**config.mk**
```make
export PLATFORM = sky130hd
export DESIGN_NAME = sw_max_score_tracker
export DESIGN_NICKNAME = d
export VERILOG_FILES = /design/src/rtl/sw_max_score_tracker.sv
export SDC_FILE = /design/constraint.sdc
export NUM_CORES = 1
export LEC_CHECK = 0
export ABC_AREA = 1
export CAP_MARGIN = 20
export CORE_MARGIN = 3
export CORE_UTILIZATION = 50
export CTS_CLUSTER_DIAMETER = 60
export DETAILED_ROUTE_END_ITERATION = 12
export GPL_TIMING_DRIVEN = 0
export HOLD_SLACK_MARGIN = 0.12
export PLACE_DENSITY = 0.78
export SYNTH_ARGS = -nofsm -noshare
export SYNTH_HDL_FRONTEND = slang
export SYNTH_SLANG_ARGS = --single-unit
```
**constraint.sdc**
```tcl
create_clock -name clk -period 18.3 [get_ports clk]
set_input_delay 4.575 -clock clk [delete_from_list [all_inputs] [get_ports clk]]
set_output_delay 4.575 -clock clk [all_outputs]
set_load 0.05 [all_outputs]
```
**src/rtl/sw_max_score_tracker.sv**
```systemverilog
// Tracks the best local-alignment score across all PEs of a Smith-Waterman array for one run,
// then drains the array wavefront and hands {score, pe, cycle} out over a valid/ready handshake.
module sw_max_score_tracker #(
    parameter int N_PE    = 8,
    parameter int SCORE_W = 10,
    parameter int POS_W   = 16,
    localparam int PE_W   = $clog2(N_PE)
) (
    input  logic                      clk,
    input  logic                      rst,
    input  logic                      start,
    input  logic [N_PE*SCORE_W-1:0]   v_all,
    input  logic [N_PE-1:0]           act_all,
    input  logic                      done_in,
    output logic                      res_valid,
    input  logic                      res_ready,
    output logic [SCORE_W-1:0]        best_score,
    output logic [PE_W-1:0]           best_pe,
    output logic [POS_W-1:0]          best_cycle,
    output logic                      busy,
    output logic [1:0]                fsm_state
);

    // Handshake: the result is transferred on any edge where res_valid && res_ready;
    // while res_valid is high and res_ready low, best_* and res_valid are held.

    typedef enum logic [1:0] {
        IDLE   = 2'd0,
        RUN    = 2'd1,
        DRAIN  = 2'd2,
        REPORT = 2'd3
    } state_t;

    localparam int CNT_W = $clog2(N_PE + 3) + 1;

    state_t             state, state_nxt;
    logic [CNT_W-1:0]   drain_cnt;
    logic [POS_W-1:0]   cyc;
    logic               sampling;

    logic               s1_valid;
    logic [SCORE_W-1:0] s1_score;
    logic [PE_W-1:0]    s1_pe;
    logic [POS_W-1:0]   s1_cyc;

    logic [SCORE_W-1:0] lane_val;
    logic [SCORE_W-1:0] lane_max;
    logic [PE_W-1:0]    lane_pe;

    assign sampling  = (state == RUN) || (state == DRAIN);
    assign res_valid = (state == REPORT);
    assign busy      = (state != IDLE);
    assign fsm_state = state;

    always_comb begin
        state_nxt = state;
        case (state)
            IDLE:    if (start)                state_nxt = RUN;
            RUN:     if (done_in)              state_nxt = DRAIN;
            DRAIN:   if (drain_cnt == '0)      state_nxt = REPORT;
            REPORT:  if (res_ready)            state_nxt = IDLE;
            default:                           state_nxt = IDLE;
        endcase
    end

    // Negative scores fail the sign test and so behave as 0; strict '>' keeps the lowest index on ties.
    always_comb begin
        lane_val = '0;
        lane_max = '0;
        lane_pe  = '0;
        for (int i = 0; i < N_PE; i++) begin
            lane_val = v_all[i*SCORE_W +: SCORE_W];
            if (act_all[i] && !lane_val[SCORE_W-1] && (lane_val > lane_max)) begin
                lane_max = lane_val;
                lane_pe  = PE_W'(i);
            end
        end
    end

    always_ff @(posedge clk) begin
        if (rst) begin
            state      <= IDLE;
            drain_cnt  <= '0;
            cyc        <= '0;
            s1_valid   <= 1'b0;
            s1_score   <= '0;
            s1_pe      <= '0;
            s1_cyc     <= '0;
            best_score <= '0;
            best_pe    <= '0;
            best_cycle <= '0;
        end else begin
            state <= state_nxt;

            // The counter runs down through zero so the stage-2 update of the last
            // included sample has landed before REPORT is entered.
            if (state == RUN && done_in) begin
                drain_cnt <= CNT_W'(N_PE + 2);
            end else if (state == DRAIN && drain_cnt != '0) begin
                drain_cnt <= drain_cnt - 1'b1;
            end

            if (state == IDLE) begin
                s1_valid <= 1'b0;
                if (start) begin
                    cyc        <= '0;
                    s1_score   <= '0;
                    s1_pe      <= '0;
                    s1_cyc     <= '0;
                    best_score <= '0;
                    best_pe    <= '0;
                    best_cycle <= '0;
                end
            end else if (sampling) begin
                s1_valid <= (lane_max != '0);
                s1_score <= lane_max;
                s1_pe    <= lane_pe;
                s1_cyc   <= cyc;
                if (cyc != '1) begin
                    cyc <= cyc + 1'b1;
                end
                // Strict compare: an equal score seen later never displaces the earlier one.
                if (s1_valid && (s1_score > best_score)) begin
                    best_score <= s1_score;
                    best_pe    <= s1_pe;
                    best_cycle <= s1_cyc;
                end
            end else begin
                s1_valid <= 1'b0;
            end
        end
    end

endmodule

```
## Word-level counts from Yosys, hierarchy flattened

Cells that the tools add are included.

- Output and inout bits: 33
- Input bits: 93
- Register bits: 82

- $add $sub $neg: 2
- Reduce and logical (&&, ||, !) cells: 43
- Bitwise operators: 1
- Multiplexer cells: 43
- Magnitude comparators: 9
- Equal/unequal tests: 8

Operator list:

| kind | number |
|---|---|
| two-way mux 16 bit | 9 |
| two-way mux 10 bit | 14 |
| > comparator 10 bit | 8 |
| two-way mux 3 bit | 12 |
| logical AND 1 bit | 19 |
| adder 16 x 1 -> 16 bit (second input constant) | 1 |
| != test 16 bit (second input constant) | 1 |
| > comparator 10 x 1 -> 1 bit (second input constant) | 1 |
| nonzero test 10 bit | 1 |
| nonzero test 2 bit | 5 |
| zero test 1 bit | 8 |
| two-way mux 2 bit | 4 |
| two-way mux 4 bit | 2 |
| one-hot mux 2 bit (4 select lines) | 1 |
| AND reduction 3 bit | 2 |
| zero test 5 bit | 1 |
| nonzero test 5 bit | 1 |
| subtractor 5 x 1 -> 5 bit (second input constant) | 1 |
| equality test 2 bit (second input constant) | 2 |
| != test 2 x 1 -> 1 bit (second input constant) | 2 |
| != test 2 bit (second input constant) | 2 |
| AND reduction 4 bit | 1 |
| OR reduction 3 bit | 1 |
| equality test 2 x 1 -> 1 bit (second input constant) | 1 |
| 6 further kinds | 6 |

## Longest topological paths before layout

Gate-level depths: netlist of run 1.

- Word-level depth: 27
- Gate-level depth with buffers: 95
- Mapped depth without buffers: 89

## Worst setup path after synthesis of run 1

OpenSTA, ideal clock, no wires.

- Path kind: input-to-reg
- Start point: input port v_all[4]
- End point: register s1_valid
- Stages: 85
- Arrival: 14.324 ns
- Setup slack: 3.867 ns
- Path buffers: 8
- Path through: nor2_1 > nand3_1 > o21ai_1 > inv_1 > nand2_1 > ha_1 > nand2_1 > inv_1 > a21oi_2 > nand3_2 > nand2_4 > clkbuf_1 > o21ai_0 > ha_1 > nand4_1 > inv_1 > nand2_1 > o21ai_0 > (+49 left out) > buf_6 > nand2_2 > and2_1 > ha_1 > nand4_1 > nor3_1 > o21ai_0 > o211ai_1 > nand2_1 > buf_2 > inv_1 > nand2_1 > nand2_1 > nand2_1 > nor2_1 > nand3_1 > nand2_1 > inv_1

- Longest elaborated chain between the ends: 25

Ends and longest elaborated chain:

| what | RTL line | source |
|---|---|---|
| start: declaration | 12 | `input logic [N_PE*SCORE_W-1:0] v_all,` |
| > comparator 10 x 1 -> 1 bit | 73 | `if (act_all[i] && !lane_val[SCORE_W-1] && (lane_val > lane_max)) begin` |
| logical AND 1 bit | 73 |  |
| two-way mux 10 bit (*) | 73 |  |
| > comparator 10 bit | 73 |  |
| logical AND 1 bit | 73 |  |
| two-way mux 10 bit (*) | 73 |  |
| > comparator 10 bit | 73 |  |
| logical AND 1 bit | 73 |  |
| (+9 left out) | n/a |  |
| two-way mux 10 bit (*) | 73 |  |
| > comparator 10 bit | 73 |  |
| logical AND 1 bit | 73 |  |
| two-way mux 10 bit (*) | 73 |  |
| > comparator 10 bit | 73 |  |
| logical AND 1 bit | 73 |  |
| two-way mux 10 bit (*) | 73 |  |
| nonzero test 10 bit (*) | 115 | `s1_valid <= (lane_max != '0);` |
| end signal: assignment | 115 |  |
| end: declaration | 41 | `logic s1_valid;` |

Every way passes the cells marked *; elsewhere a longest branch is shown, timed or not.
A chain may end at the register's enable or synchronous reset.

## Worst setup path in the final report of run 1

- Start point: input port v_all[2]
- End point: register s1_valid

The elaborated chain is that of the path after synthesis.

==> results of run 1 <==
routing by layer:
metal	GRT usage, %	vias up	part of all wire [%]
li1	-	3410	-
met1	29.9	2778	48
met2	39.4	129	47
met3	3.83	18	4.4
met4	4.40	0	1.3
met5	0	-	0
synthesized netlist by cell type (all sizes together), types with 5 or more instances:
library cell | instances | area, sq um
o21bai | 5 | 37.5
nand3 | 60 | 350
or2 | 5 | 31.3
nand2 | 298 | 1200
o21ai | 65 | 325
nor3 | 13 | 65.1
and2 | 5 | 31.3
ha | 81 | 1010
a21o | 6 | 45.0
inv | 119 | 447
a21oi | 92 | 464
dfxtp | 82 | 1640
a211oi | 7 | 52.6
nand4 | 15 | 106
nor2 | 65 | 269
clkbuf | 23 | 86.3
layout make-up:
cell class | instances | area (sq um)
Inverter | 119 | 447
Clock buffer | 10 | 239
Tap cell | 168 | 210
Timing Repair Buffer | 124 | 1240
Clock inverter | 6 | 93.8
Buffer | 27 | 125
Sequential cell | 82 | 1640
Fill cell | 1071 | 4060
Multi-Input combinational cell | 735 | 4110
logic make-up after synthesis:
logic type	count (synthesis)	share of synthesized area (%)
xor gates and xnor gates	1	0.139
other	1	0.0595
adders and majority gates	81	16.1
AOI/OAI and AO/OA	181	15.4
and+or+nand+nor	465	33.1
buffers and inverters	146	9.08
DFF	82	26.1
per-stage QoR:
step	utilization (%)	area [sq um]	power, mW	hold slack (ps)	setup WS, ps
2_1_floorplan	-	6320	0.431	432	3870
3_3_place_gp	63.9	7770	0.522	447	1610
3_5_place_dp	63.9	7770	0.527	453	1450
4_1_cts	66.6	8100	0.727	459	1770
5_1_grt	66.6	8100	0.784	474	334
6_report	66.6	8100	0.728	457	1770
critical path: cells and delay by family:
kind / cells / cell delay [ps]
AO/OA/AOI/OAI: 10 / 2220
adder cells (fa/ha/maj): 7 / 2120
buffers and inverters: 18 / 3020
AND/OR/NAND/NOR: 49 / 4780
power breakdown:
group          switching [mW]  internal, mW
Clock                  0.0758         0.125
Combinational           0.208         0.115
Sequential             0.0120         0.193
Total                   0.296         0.433
registers in the layout, summed over array words and instances, names as in the netlist:
name,cells
cyc,16
drain_cnt,5
s1_pe,3
best_score,10
fsm_state,2
s1_cyc,16
best_pe,3
s1_valid,1
best_cycle,16
s1_score,10
how the worst max path moves through the flow:
stage,from,end
3_5_place_dp,v_all[4],s1_valid$_SDFF_PP0_
5_1_grt,v_all[4],s1_valid$_SDFF_PP0_
4_1_cts,v_all[4],s1_valid$_SDFF_PP0_
6_report,v_all[2],s1_valid$_SDFF_PP0_
2_1_floorplan,v_all[4],s1_valid$_SDFF_PP0_
3_3_place_gp,v_all[2],s1_valid$_SDFF_PP0_
==> impl_metrics.csv, run 1 <==
group,metric,value,unit
global_route,grt_first_pass_wirelength,27.2,mm
cells_and_area,layout.cells.most_common,"sky130_fd_sc_hd__nand2_1",
setup_path,number_of_cell_instances_on_the_worst_register_to_register_path,18,
global_route,grt_pass1_vias,5993,
synth,synth_area_per_cell,6.58,sq um
synth,synth.ff_latch_count,82,
outcome,result_of_the_run,"complete, no violations",
timing,fmaxAchievable,0.0605,GHz
clocking,cts_hold_buf,0,
setup_path,critPathMaxStageDelay,420,ps
place,place_congestion,0.890,
place,dpl.hpwl,13.1,mm
clocking,cts_clk_pin_slew_worst_paths,70,ps
synth,async_reset_ff_share,0,%
setup_path,r2r-end,"cyc[15]$_SDFFE_PP0P_",
synth,synthCells,957,
floorplanning,die_y,118,um
timing,setup_repair_after_global_routing_missed_its_margin,"false",
floorplanning,fp.dieW,118,um
clocking,ctsLongestPathBuffers,2,
global_route,gr-total-overflow,0,
cells_and_area,most-common-layout-cells,"sky130_fd_sc_hd__nand2_1 (274), sky130_fd_sc_hd__clkdlybuf4s50_1 (124), sky130_fd_sc_hd__inv_1 (117)",
power_and_ir_drop,power_density,89.9,mW/mm^2
worst_hold_path,min_path_type,"register to register",
flow_run,maxCapViolations,0,
setup_path,crit_path_top_delay_cell,"sky130_fd_sc_hd__clkdlybuf4s50_1",
floorplanning,fp.dieArea,0.0140,sq mm
clocking,ctsHtreeMaxLevel,3,
worst_hold_path,hold_path_startpoint,"s1_pe[2]$_SDFFE_PP0P_",
synth,ys.warnings.count,0,
timing,setup_tns,0,ps
drt,drt_iter0_markers,367,
drt,drt-total-wl,15.8,mm
floorplanning,initial_utilization,51.8,%
global_route,total_global_routing_track_utilization,22.8,%
clocking,ctsRootBufferMaster,"sky130_fd_sc_hd__clkbuf_16",
clocking,cts_num_sinks,82,
setup_path,critical_path_peak_fanout,10,
power_and_ir_drop,peak_vdd_ir,0.0000674,V
drt,route.detailed.drc,0,
setup_path,cp.arrival,16770,ps
drt,avgViaCountPerCell,4.98,
cells_and_area,fin_nets,1272,
clocking,post_cts.repair.setup_buffers,0,
cells_and_area,insertedDiodeCount,0,
global_route,antenna_violations_before_repair,0,
setup_path,worstPathRequired,18530,ps
worst_hold_path,count_of_cells_along_the_worst_hold_path,2,
clocking,numCtsBuffers,9,
cells_and_area,drive_gt1_share,6.53,%
clocking,ctsResizeCount,0,
cells_and_area,flow.area_growth_from_synthesis,28.7,%
drt,first_pass_iters,5,
synth,yosysUniqueCellTypes,36,
timing,timing.final.hold_violations,0,
drt,final_antenna_net_count,0,
clocking,worst_skew_pair.late_latency,340,ps
timing,fin_worst_skew,9.37,ps
power_and_ir_drop,leakagePower,3.68,nW
global_route,pin_count_of_the_biggest_net_entering_global_routing,16,
setup_path,critPathKind,"input port to register",
cells_and_area,layoutNonFillerInstCount,1271,
floorplanning,design.core.area,0.0122,sq mm
floorplanning,top_level_ports,126,
timing,slew_viol_final,0,
worst_hold_path,whs_endpoint,"best_pe[2]$_SDFFE_PP0P_",
timing,setup-violations-final,0,
setup_path,setup.worst_path.end_class,"register",
setup_path,ff2ff_setup_slack,15110,ps
timing,layout_min_cycle_time,16530,ps
setup_path,r2r_start,"fsm_state[0]$_SDFFE_PP0P_",
setup_path,cpMostUsedCell,"sky130_fd_sc_hd__nor2_1",
clocking,tritoncts,"done",
synth,synth_flop_cell,"sky130_fd_sc_hd__dfxtp_1",
place,numPlacedInstances,1255,
synth,edff_count_synth,0,
timing,timing.slew.headroom,51.1,%
drt,dr_total_vias,6335,
timing,max_slew.worst_pin.slew,731,ps
synth,synth.yosys.seq_area_share,26.1,%
drt,routedWlPerCell,12.4,um
setup_path,worstSetupStartpointType,"input port",
timing,timing.final.crit_share,90.3,%
floorplanning,placementRows,40,
synth,synth_area,0.00630,sq mm
place,buffer_ports.inserted,124,
Power figures use the tool's default switching activity.
==> run 2: changes to the inputs <==
- CORE_MARGIN: 3 -> not set
==> run 2 against run 1 <==
Combinational power is essentially flat; sequential share of layout area grew 0.056 points; via count grew 1.9%; setup slack lost 95 ps; power shrank 2.3%; non-clock buffer count is the same; worst hold slack is essentially flat; clock skew shrank 2.4 ps; core utilization shrank 0.19 points; die area shrank 6.7%; first-iteration DRC count grew 4.9%; largest power group unchanged; highest routed layer unchanged.
==> impl_metrics.csv, run 2 (synthesis results as in run 1) <==
group,metric,value,unit
setup_path,r2r-end,"cyc[15]$_SDFFE_PP0P_",
outcome,result_of_the_run,"complete, no violations",
drt,drt_iter0_markers,385,
clocking,post_cts.repair.setup_buffers,0,
cells_and_area,drive_gt1_share,6.53,%
place,dpl.hpwl,12.9,mm
clocking,numCtsBuffers,9,
timing,layout_min_cycle_time,16630,ps
global_route,total_global_routing_track_utilization,25.4,%
timing,setup_tns,0,ps
setup_path,cp.arrival,16870,ps
timing,timing.final.hold_violations,0,
setup_path,critPathMaxStageDelay,420,ps
setup_path,crit_path_top_delay_cell,"sky130_fd_sc_hd__clkdlybuf4s50_1",
cells_and_area,most-common-layout-cells,"sky130_fd_sc_hd__nand2_1 (274), sky130_fd_sc_hd__clkdlybuf4s50_1 (124), sky130_fd_sc_hd__inv_1 (117)",
power_and_ir_drop,leakagePower,3.67,nW
cells_and_area,layoutNonFillerInstCount,1271,
clocking,cts_hold_buf,0,
cells_and_area,reg.largest.list,"best_cycle x16, cyc x16, s1_cyc x16",
drt,avgViaCountPerCell,5.08,
global_route,gr-total-overflow,0,
setup_path,worst_setup_path_end,"s1_valid$_SDFF_PP0_",
global_route,grt_pass1_vias,6064,
setup_path,critical_path_peak_fanout,10,
floorplanning,initial_utilization,51.8,%
drt,dr_total_vias,6458,
drt,first_pass_iters,5,
setup_path,critPathKind,"input port to register",
setup_path,number_of_cell_instances_on_the_worst_register_to_register_path,18,
floorplanning,top_level_ports,126,
flow_run,maxCapViolations,0,
cells_and_area,layout.filler_cells,1097,
setup_path,worstPathRequired,18540,ps
cells_and_area,flow.area_growth_from_synthesis,28.3,%
timing,max_slew.worst_pin.slew,789,ps
clocking,ctsLongestPathBuffers,2,
setup_path,r2r_start,"fsm_state[0]$_SDFFE_PP0P_",
timing,timing.slew.headroom,47.2,%
cells_and_area,finished_core_util,66.5,%
worst_hold_path,min_path_type,"register to register",
cells_and_area,fin_nets,1272,
timing,fmaxAchievable,0.0601,GHz
global_route,grt_first_pass_wirelength,27.1,mm
worst_hold_path,hold_path_startpoint,"drain_cnt[4]$_SDFFE_PP0P_",
power_and_ir_drop,power_density,88.1,mW/mm^2
timing,fin_worst_skew,6.94,ps
timing,slew_viol_final,0,
setup_path,startpoint,"v_all[2]",
clocking,cts_clk_pin_slew_worst_paths,70,ps
setup_path,setup.worst_path.end_class,"register",
global_route,antenna_violations_before_repair,0,
place,numPlacedInstances,1255,
floorplanning,design.core.area,0.0122,sq mm
floorplanning,fp.dieW,114,um
drt,route.detailed.drc,0,
clocking,ctsResizeCount,0,
clocking,worst_skew_pair.late_latency,340,ps
global_route,pin_count_of_the_biggest_net_entering_global_routing,16,
drt,final_antenna_net_count,0,
clocking,ctsRootBufferMaster,"sky130_fd_sc_hd__clkbuf_16",
cells_and_area,layout.cells.most_common,"sky130_fd_sc_hd__nand2_1",
power_and_ir_drop,peak_vdd_ir,0.0000719,V
floorplanning,die_y,114,um
setup_path,worstSetupStartpointType,"input port",
place,place_congestion,0.907,
timing,setup_repair_after_global_routing_missed_its_margin,"false",
clocking,tritoncts,"done",
drt,routedWlPerCell,12.3,um
clocking,cts_num_sinks,82,
floorplanning,fp.dieArea,0.0130,sq mm
floorplanning,placementRows,40,
clocking,ctsHtreeMaxLevel,3,
timing,setup-violations-final,0,
drt,drt-total-wl,15.6,mm
cells_and_area,insertedDiodeCount,0,
timing,timing.final.crit_share,90.9,%
place,buffer_ports.inserted,124,
setup_path,cpMostUsedCell,"sky130_fd_sc_hd__nor2_1",
setup_path,ff2ff_setup_slack,15030,ps
[run 2: cell count changes in the layout (fill, tap and decap cells not counted)]
| cell | change |
|---|---|
| sky130_fd_sc_hd__bufinv_16 | -1 |
| sky130_fd_sc_hd__clkinv_2 | +1 |
| sky130_fd_sc_hd__inv_6 | -1 |
| sky130_fd_sc_hd__inv_8 | +1 |
[run 2: worst min path at each step]
stage                                           end  slack [ps]  cells past startpoint
after floorplan           drain_cnt[4]$_SDFFE_PP0P_         430                      2
after CTS                 drain_cnt[4]$_SDFFE_PP0P_         460                      2
after detailed placement  drain_cnt[4]$_SDFFE_PP0P_         450                      2
final                     drain_cnt[4]$_SDFFE_PP0P_         460                      2
after global routing         s1_cyc[4]$_SDFFE_PP0P_         480                      2
after global placement    drain_cnt[4]$_SDFFE_PP0P_         450                      2
[run 2: final cells by class]
| class | instances | area, sq um | share of cell area [%] |
|---|---|---|---|
| buffer | 27 | 125 | 1.55 |
| inverter | 119 | 447 | 5.53 |
| multi-input combinational | 735 | 4110 | 50.8 |
| clock buffer | 10 | 239 | 2.96 |
| sequential | 82 | 1640 | 20.3 |
| clock inverter | 6 | 71.3 | 0.882 |
| timing repair buffer | 124 | 1240 | 15.4 |
| tap | 168 | 210 | 2.60 |
[run 2: layer usage]
layer  track usage, %  wire, um  vias up
li1                 -         -     3406
met1             32.8      7320     2873
met2             45.0      7390      152
met3             2.70       605       27
met4             6.93       325        0
met5                0         0        -
[run 2: critical path, delay by kind of cell]
kind,cells,cell delay (ps)
AND/OR/NAND/NOR,51,5020
buffers and inverters,19,3060
adder cells (fa/ha/maj),7,2120
AO/OA/AOI/OAI,9,2070
[run 2: where the power goes]
part / switching (mW) / internal, mW / total (mW)
clock network: 0.0751 / 0.111 / 0.186
registers: 0.0120 / 0.193 / 0.205
logic: 0.206 / 0.115 / 0.320
[run 2: stage by stage]
step / power [mW] / hold WS, ps / setup WS, ps / cell area, sq um
2_1_floorplan: 0.431 / 432 / 3870 / 6320
3_3_place_gp: 0.521 / 447 / 1530 / 7770
3_5_place_dp: 0.527 / 453 / 1340 / 7770
4_1_cts: 0.712 / 462 / 1670 / 8080
5_1_grt: 0.767 / 475 / 116 / 8080
6_report: 0.712 / 457 / 1670 / 8080
